<file path="config.mk">
export PLATFORM = sky130hd
export DESIGN_NAME = image_stream_reader_flat
export DESIGN_NICKNAME = d
export VERILOG_FILES = /design/src/rtl/image_stream_reader_if.sv /design/src/rtl/image_stream_reader.sv /design/src/flat_wrapper.sv
export SDC_FILE = /design/constraint.sdc
export NUM_CORES = 2
export LEC_CHECK = 0
export CORE_AREA = 2 2 423 425
export CTS_CLUSTER_SIZE = 20
export DETAILED_ROUTE_END_ITERATION = 12
export DIE_AREA = 0 0 425 427
export GPL_TIMING_DRIVEN = 0
export SYNTH_ARGS = -nofsm -noshare
export SYNTH_HDL_FRONTEND = slang
export SYNTH_SLANG_ARGS = --single-unit
</file>
<file path="constraint.sdc">
create_clock -name clkVga -period 4.1 [get_ports clkVga]
set_input_delay 0.82 -clock clkVga [delete_from_list [all_inputs] [get_ports clkVga]]
set_output_delay 0.82 -clock clkVga [all_outputs]
set_load 0.02 [all_outputs]
</file>
<file path="src/rtl/image_stream_reader_if.sv">
// Pixel stream from the canvas snapshot reader to the DNN input buffer.
// The master drives beats and the slave returns ready.
interface image_stream_reader_if #(
  parameter int unsigned DATA_W = 16
);
  logic              oValid;
  logic [DATA_W-1:0] oData;
  logic              oLast;
  logic              iReady;

  modport master (output oValid, oData, oLast, input iReady);
  modport slave  (input oValid, oData, oLast, output iReady);
endinterface

</file>
<file path="src/rtl/image_stream_reader.sv">
// Snapshots the 32x32 canvas on start and streams it row-major, one pixel per beat.
// While streaming, it accumulates the set-pixel count and bounding box for centering.
module image_stream_reader #(
  parameter int unsigned       DATA_W   = 16,
  parameter logic [DATA_W-1:0] PIX_ONE  = 16'h0100,
  parameter logic [DATA_W-1:0] PIX_ZERO = 16'h0000
) (
  input  logic                  clkVga,
  input  logic                  iRstN,
  input  logic [1023:0]         iImage,
  input  logic                  iStart,
  output logic                  oBusy,
  image_stream_reader_if.master stream,
  output logic                  oDone,
  output logic [10:0]           oPixCount,
  output logic                  oBBoxValid,
  output logic [4:0]            oXMin,
  output logic [4:0]            oXMax,
  output logic [4:0]            oYMin,
  output logic [4:0]            oYMax
);

  typedef enum logic [1:0] {IDLE, STREAM, DONE} state_t;

  state_t              state_q;
  logic [1023:0]       snap_q;
  logic [9:0]          beat_q;
  logic                valid_q, last_q, busy_q, done_q, bbox_q;
  logic [DATA_W-1:0]   data_q;
  logic [10:0]         pixcnt_q;
  logic [4:0]          xmin_q, xmax_q, ymin_q, ymax_q;

  logic [9:0]          nxt_beat_d;
  logic                cur_pix_d, nxt_pix_d;
  logic [4:0]          cur_x_d, cur_y_d;

  // Beat k is (x=k[4:0], y=k[9:5]); the bitmap is indexed {x,y}, so the halves swap.
  always_comb begin
    nxt_beat_d = beat_q + 10'd1;
    cur_x_d    = beat_q[4:0];
    cur_y_d    = beat_q[9:5];
    cur_pix_d  = snap_q[{beat_q[4:0], beat_q[9:5]}];
    nxt_pix_d  = snap_q[{nxt_beat_d[4:0], nxt_beat_d[9:5]}];
  end

  always_ff @(posedge clkVga or negedge iRstN) begin
    if (!iRstN) begin
      state_q  <= IDLE;
      snap_q   <= '0;
      beat_q   <= '0;
      valid_q  <= 1'b0;
      last_q   <= 1'b0;
      data_q   <= '0;
      busy_q   <= 1'b0;
      done_q   <= 1'b0;
      pixcnt_q <= '0;
      bbox_q   <= 1'b0;
      xmin_q   <= '0;
      xmax_q   <= '0;
      ymin_q   <= '0;
      ymax_q   <= '0;
    end else begin
      done_q <= 1'b0;
      unique case (state_q)
        IDLE: begin
          if (iStart) begin
            state_q  <= STREAM;
            snap_q   <= iImage;
            beat_q   <= '0;
            valid_q  <= 1'b1;
            last_q   <= 1'b0;
            // Beat 0 comes straight from the input since the snapshot is loading now.
            data_q   <= iImage[0] ? PIX_ONE : PIX_ZERO;
            busy_q   <= 1'b1;
            pixcnt_q <= '0;
            bbox_q   <= 1'b0;
            xmin_q   <= '1;
            ymin_q   <= '1;
            xmax_q   <= '0;
            ymax_q   <= '0;
          end
        end
        STREAM: begin
          if (valid_q && stream.iReady) begin
            if (cur_pix_d) begin
              pixcnt_q <= pixcnt_q + 11'd1;
              bbox_q   <= 1'b1;
              if (cur_x_d < xmin_q) xmin_q <= cur_x_d;
              if (cur_x_d > xmax_q) xmax_q <= cur_x_d;
              if (cur_y_d < ymin_q) ymin_q <= cur_y_d;
              if (cur_y_d > ymax_q) ymax_q <= cur_y_d;
            end
            if (last_q) begin
              state_q <= DONE;
              valid_q <= 1'b0;
              last_q  <= 1'b0;
              data_q  <= PIX_ZERO;
              done_q  <= 1'b1;
            end else begin
              beat_q  <= nxt_beat_d;
              data_q  <= nxt_pix_d ? PIX_ONE : PIX_ZERO;
              last_q  <= (nxt_beat_d == 10'h3FF);
            end
          end
        end
        DONE: begin
          state_q <= IDLE;
          busy_q  <= 1'b0;
        end
        default: state_q <= IDLE;
      endcase
    end
  end

  assign stream.oValid = valid_q;
  assign stream.oData  = data_q;
  assign stream.oLast  = last_q;
  assign oBusy         = busy_q;
  assign oDone         = done_q;
  assign oPixCount     = pixcnt_q;
  assign oBBoxValid    = bbox_q;
  assign oXMin         = xmin_q;
  assign oXMax         = xmax_q;
  assign oYMin         = ymin_q;
  assign oYMax         = ymax_q;

endmodule
</file>
<file path="src/flat_wrapper.sv">
// flat-port wrapper written by rule: the top's interface ports become plain ports
module image_stream_reader_flat 
#(
  parameter int unsigned       DATA_W   = 16,
  parameter logic [DATA_W-1:0] PIX_ONE  = 16'h0100,
  parameter logic [DATA_W-1:0] PIX_ZERO = 16'h0000
)
  (clkVga, iRstN, iImage, iStart, oBusy, oDone, oPixCount, oBBoxValid, oXMin, oXMax, oYMin, oYMax, stream_oValid, stream_oData, stream_oLast, stream_iReady);
  image_stream_reader_if #(.DATA_W(DATA_W)) stream_i ();
  input  logic clkVga;
  input  logic iRstN;
  input  logic [1023:0] iImage;
  input  logic iStart;
  output logic oBusy;
  output logic oDone;
  output logic [10:0] oPixCount;
  output logic oBBoxValid;
  output logic [4:0] oXMin;
  output logic [4:0] oXMax;
  output logic [4:0] oYMin;
  output logic [4:0] oYMax;
  output wire logic [$bits(stream_i.oValid)-1:0] stream_oValid;
  output wire logic [$bits(stream_i.oData)-1:0] stream_oData;
  output wire logic [$bits(stream_i.oLast)-1:0] stream_oLast;
  input wire logic [$bits(stream_i.iReady)-1:0] stream_iReady;
  assign stream_oValid = stream_i.oValid;
  assign stream_oData = stream_i.oData;
  assign stream_oLast = stream_i.oLast;
  assign stream_i.iReady = stream_iReady;
  image_stream_reader #(.DATA_W(DATA_W), .PIX_ONE(PIX_ONE), .PIX_ZERO(PIX_ZERO)) u_core (.clkVga(clkVga), .iRstN(iRstN), .iImage(iImage), .iStart(iStart), .oBusy(oBusy), .stream(stream_i), .oDone(oDone), .oPixCount(oPixCount), .oBBoxValid(oBBoxValid), .oXMin(oXMin), .oXMax(oXMax), .oYMin(oYMin), .oYMax(oYMax));
endmodule
</file>
After elaboration in Yosys (flattened, before gate mapping)
Cells that the tools add are included.
{ "totals": {"regBits": 1088, "inputBits": 1028, "out_inout_bits": 52, "elab_cells": 104} }
{ "op_classes": {"add_sub_neg": 2, "order_cmp": 6, "n_eq_ne": 12, "n_mux": 55, "n_reduce_logical": 15} }
{ "op_table": {"columns": ["operator", "count"], "rows": [
  ["5-bit two-way mux", 14],
  ["16-bit two-way mux", 3],
  ["5-bit case mux with 2 select lines", 4],
  ["11-bit two-way mux", 3],
  ["16-bit case mux with 2 select lines", 1],
  ["10-bit two-way mux", 3],
  ["10-bit by 11-bit < comparator with 1-bit output (second input constant)", 2],
  ["11-bit case mux with 2 select lines", 1],
  ["1-bit binary-select mux with 10-bit select", 2],
  ["10-bit case mux with 2 select lines", 1],
  ["5-bit AND reduction", 4],
  ["9-bit two-way mux", 2],
  ["2-bit by 1-bit != test with 1-bit output (second input constant)", 7],
  ["1-bit two-way mux", 13],
  ["4-bit AND reduction", 3],
  ["11-bit by 1-bit adder with 11-bit output (second input constant)", 1],
  ["10-bit by 1-bit adder with 10-bit output (second input constant)", 1],
  ["10-bit == test (second input constant)", 1],
  ["5-bit > comparator", 2],
  ["5-bit < comparator", 2],
  ["1-bit case mux with 2 select lines", 4],
  ["2-bit two-way mux", 3],
  ["3-bit AND reduction", 2],
  ["2-bit != test (second input constant)", 2],
  ["other kinds (7)", 9]
]} }

Longest topological paths before layout
{ "logic_depth": {"ltp_word": 7, "depth_mapped": 20, "depth_no_buf": 12} }

Worst setup path after synthesis
OpenSTA, ideal clock, no wires.
{ "synth_timing": {"path_type": "flip-flop to flip-flop", "startpoint": "register u_core.beat_q[5]", "endpoint": "register u_core.data_q[8], in the netlist u_core.stream.oData[8]", "setup_ns": 0.128, "arrival_time_ns": 3.079, "required_ns": 3.972, "path_slack_ns": 0.893, "path_stages_with_launch": 18, "path_buffers": 7, "synth_period_minus_slack_ns": 3.207, "path_cell_list": "dfrtp_1 -> buf_6 -> buf_12 -> buf_6 -> inv_2 -> nand3_4 -> nand2_4 -> buf_8 -> buf_8 -> buf_6 -> buf_6 -> mux4_2 -> a221oi_1 -> nand2_1 -> o22ai_1 -> nor3_1 -> nor3_1 -> a211oi_2"} }
{ "synth_via": {"elab_chain_cells": 7} }
{ "synth_rtl": {"columns": ["item", "line", "text"], "rows": [
  ["start, declared", "image_stream_reader.sv:27", "logic [9:0] beat_q;"],
  ["start signal, assigned", "image_stream_reader.sv:100", "beat_q <= nxt_beat_d;"],
  ["10-bit by 1-bit adder with 10-bit output", "image_stream_reader.sv:39", "nxt_beat_d = beat_q + 10'd1;"],
  ["1-bit binary-select mux with 10-bit select", "image_stream_reader.sv:43", "nxt_pix_d = snap_q[{nxt_beat_d[4:0], nxt_beat_d[9:5]}];"],
  ["1-bit two-way mux (not written as such)", "image_stream_reader.sv:43", null],
  ["9-bit two-way mux", "image_stream_reader.sv:101", "data_q <= nxt_pix_d ? PIX_ONE : PIX_ZERO;"],
  ["16-bit two-way mux", "image_stream_reader.sv:93", "if (last_q) begin"],
  ["16-bit two-way mux", "image_stream_reader.sv:84", "if (valid_q && stream.iReady) begin"],
  ["16-bit case mux with 2 select lines", "image_stream_reader.sv:64", "unique case (state_q)"],
  ["end signal, assigned", "image_stream_reader.sv:73", "data_q <= iImage[0] ? PIX_ONE : PIX_ZERO;"],
  ["end signal, assigned", "image_stream_reader.sv:101", null],
  ["end, declared", "image_stream_reader.sv:29", "logic [DATA_W-1:0] data_q;"]
]} }
Every way passes these cells. The select of a mux whose other input is x is not followed.
A chain may end at the register's enable or synchronous reset.

Worst setup path in the final report
{ "layout_timing": {"startpoint": "register u_core.beat_q[9]", "endpoint": "register u_core.data_q[8], in the netlist u_core.stream.oData[8]"} }
Same word-level chain as after synthesis.

==> impl_metrics.tcl <==
set metrics [dict create \
    start_util 0.333 \
    drv_cap 0 \
    cpMaxStageDelayCell "clkbuf_2" \
    final_nets 8622 \
    wl_um 350000 \
    path_buf_inv 2 \
    maxSlewViolCount 0 \
    rsz0062_at_grt "true" \
    worst_r2r_startpoint "u_core.beat_q[9]" \
    hpwl_um 266000 \
    dp.cells 9694 \
    path_clk_slew_ns 0.06 \
    period_minus_slack_ns 4.26 \
    wl_per_cell_um 34.8 \
    h-tree-depth 3 \
    slew_headroom 0.0223 \
    hold_viol_final 0 \
    ys_seq_elements 1073 \
    grt_pass1_vias 56100 \
    port_buffers 1064 \
    vias_per_cell 5.82 \
    final.setup.worst_slack_ns -0.162 \
    area_growth_pct 36.5 \
    cts-root-buf "clkbuf_16" \
    violations "setup timing" \
    via_count 58600 \
    gr-total-overflow 0 \
    synthArstFlopShare 1.00 \
    status "finished, violations left" \
    cpLargestDelayFamily "simple AND/OR/NAND/NOR gates" \
    critPathArrivalTime_ns 4.97 \
    r2r_cells 10 \
    crit_end "u_core.stream.oData[8]" \
    path_depth 10 \
    instances_no_fill 10100 \
    min_period_over_period 1.04 \
    dieArea_um2 181000 \
    first_pass_iters 9 \
    cts_tree "done" \
    synth_area_um2 59000 \
    reg2reg_to "u_core.stream.oData[8]" \
    ys_types 80 \
    ios 1080 \
    ir_worst_vdd_mv 0.467 \
    p_leak_nw 36.2 \
    dieHeight_um 427 \
    yosysWarningCount 0 \
    r2r_slack_ns -0.16 \
    hp-class "flop to flop" \
    synth-edff-count 0 \
    synth_flop_cell "dfrtp_1" \
    path_class "flop to flop" \
    die_x_um 425 \
    insertion_delay_ns 0.82 \
    crit_chain "buf_2, clkbuf_2, nand2_1, nor2_4, a31oi_1, and4_1, a31oi_2, nand4_1, and3_4, a211oi_2" \
    critPathCaptureType "flop" \
    antenna_found_initial 48 \
    antenna_left 0 \
    ys_seq_area_frac 0.455 \
    max_freq_mhz 235 \
    core_area_um2 177000 \
    setup_viol 29 \
    path_max_fanout 10 \
    clockBufferDepth 3 \
    crit_path_start "u_core.beat_q[9]" \
    numCtsBuffers 120 \
    route.detailed.drc 0 \
    syn_inst 6247 \
    grt_pass1_wl_um 464000 \
    place_congestion 1.02 \
    fin_util 0.454 \
    worstPathRequired_ns 4.81 \
    power_density_nw_per_um2 393 \
    crit_path_start_kind "flop" \
    num_rows 155 \
    slowest_delay_ns 0.54 \
    drive_gt1_frac 0.151 \
    grt_max_degree 179 \
    skew_ns 0.0639 \
    synth.avg_cell_area_um2 9.45 \
    tightest_slew_ns 1.46 \
    cts_num_sinks 1073 \
    grt_use_total 0.376 \
    drt_iter0_drc 8895 \
]
## flip-flops by register name (all words and copies together), names as in the netlist, 2 cells and up
register          count
u_core.beat_q        10
u_core.oPixCount     11
u_core.oYMax          5
u_core.state_q        2
u_core.oXMin          5
u_core.oXMax          5
u_core.snap_q      1024
u_core.oYMin          5
## cell families (layout without fill, tap and decap cells)
group	count (synthesis)	after routing	share of synthesized area
and+or+nand+nor	3691	3691	0.245
DFF	1073	1073	0.455
muxes	569	569	0.200
buffers and inverters	487	1905	0.0451
AOI/OAI and AO/OA	396	396	0.0500
adders and majority gates	21	21	0.00445
xor gates and xnor gates	9	9	0.00146
other	1	48	0.0000635
## repair_timing
| action | 4_1_cts | 5_1_grt |
|---|---|---|
| endpoints found under the hold margin | 1 | 0 |
| gates cloned | 0 | 1 |
| buffers inserted | 36 | 76 |
| hold buffers | 1 | 0 |
| endpoints found under the setup margin | 36 | 33 |
| pin swaps | 28 | 30 |
| resized for setup | 328 | 182 |
## final cells by class
type	count	area, um^2
Antenna cell	33	82.6
Buffer	455	3850
Clock buffer	159	3420
Clock inverter	69	922
Fill cell	17100	96700
Inverter	30	136
Multi-Input combinational cell	4701	30200
Sequential cell	1073	26900
Tap cell	2355	2950
Timing Repair Buffer	1192	12100
## power by group
part	total, mW	switching [mW]	internal [mW]
sequential	13.1	1.21	11.9
clock	11.9	5.06	6.86
combinational	6.65	3.55	3.10
total	31.7	9.82	21.8
## worst min path at each step
stage	to	depth (start not counted)	slack [ns]	from
after global placement	u_core.snap_q[739]	2	0.47	u_core.snap_q[739]
after global routing	u_core.snap_q[823]	2	0.51	u_core.snap_q[823]
after CTS	u_core.snap_q[482]	2	0.49	u_core.snap_q[482]
after detailed placement	u_core.snap_q[482]	2	0.48	u_core.snap_q[482]
final	u_core.snap_q[482]	2	0.49	u_core.snap_q[482]
after floorplan	u_core.snap_q[389]	2	0.45	u_core.snap_q[389]
## layout by cell type, fill, tap and decap left out, types with 33 or more instances in the layout
cell type	netlist	layout
nor2_1	62	43
buf_16	0	42
diode_2	0	33
a32oi_1	37	36
mux4_2	462	462
nand2_1	3372	3365
clkbuf_16	0	121
buf_12	11	47
clkbuf_1	267	246
buf_4	48	132
nand2b_1	40	39
mux2i_1	82	80
a22oi_1	88	80
buf_6	39	46
a21oi_1	49	45
dfrtp_1	1073	1069
a211oi_1	46	38
nand3_1	85	80
clkinv_2	0	35
clkdlybuf4s50_1	0	1063
## through the flow
stage | setup slack [ns] | setup TNS (ns) | hold WS (ns) | total power, mW | cell area [um^2]
3_3_place_gp | -47.43 | - | 0.471 | 19.2 | 72700
3_5_place_dp | -2.36 | -132.62 | 0.479 | 19.4 | 73100
4_1_cts | -0.279 | -0.582 | 0.493 | 31.3 | 79000
2_1_floorplan | 0.893 | 0 | 0.451 | 15.9 | 59100
5_1_grt | -0.0450 | -0.0450 | 0.512 | 32.5 | 80500
6_report | -0.162 | -1.32 | 0.495 | 31.7 | 80600
## cells in the mapped netlist, types with 11 or more instances
master    instances  area, um^2
a32oi_1          37         324
a311oi_1         11        96.3
nor2_1           62         233
buf_4            48         360
buf_2            74         370
nor3_1           29         145
nand2b_1         40         250
a22oi_1          88         661
a31oi_1          18         113
mux4_2          462       10400
o21ai_0          31         155
a22o_1           17         149
clkbuf_1        267        1000
mux4_1           18         473
o211ai_1         14         105
ha_1             21         263
a21oi_1          49         245
mux2i_1          82         821
nand2_1        3372       12700
nand3_1          85         425
o22ai_1          15        93.8
a211oi_1         46         345
nand4_1          28         175
and3_1           26         163
dfrtp_1        1073       26900
buf_12           11         220
inv_1            26        97.6
buf_6            39         439
## worst register-to-register path, stage by stage (launching register included)
cell and delay [ns]:
dfrtp_2 0.51, buf_2 0.48, clkbuf_2 0.55, nand2_1 0.55, nor2_4 0.49, a31oi_1 0.28
and4_1 0.33, a31oi_2 0.24, nand4_1 0.30, and3_4 0.25, a211oi_2 0.18
## layer usage
layer  routed length [um]  track usage
met5                   99            0
met2               153000        0.562
met3                39400        0.105
met1               129000        0.475
met4                29100        0.257
Note: power is estimated with default switching activity, not from simulation.
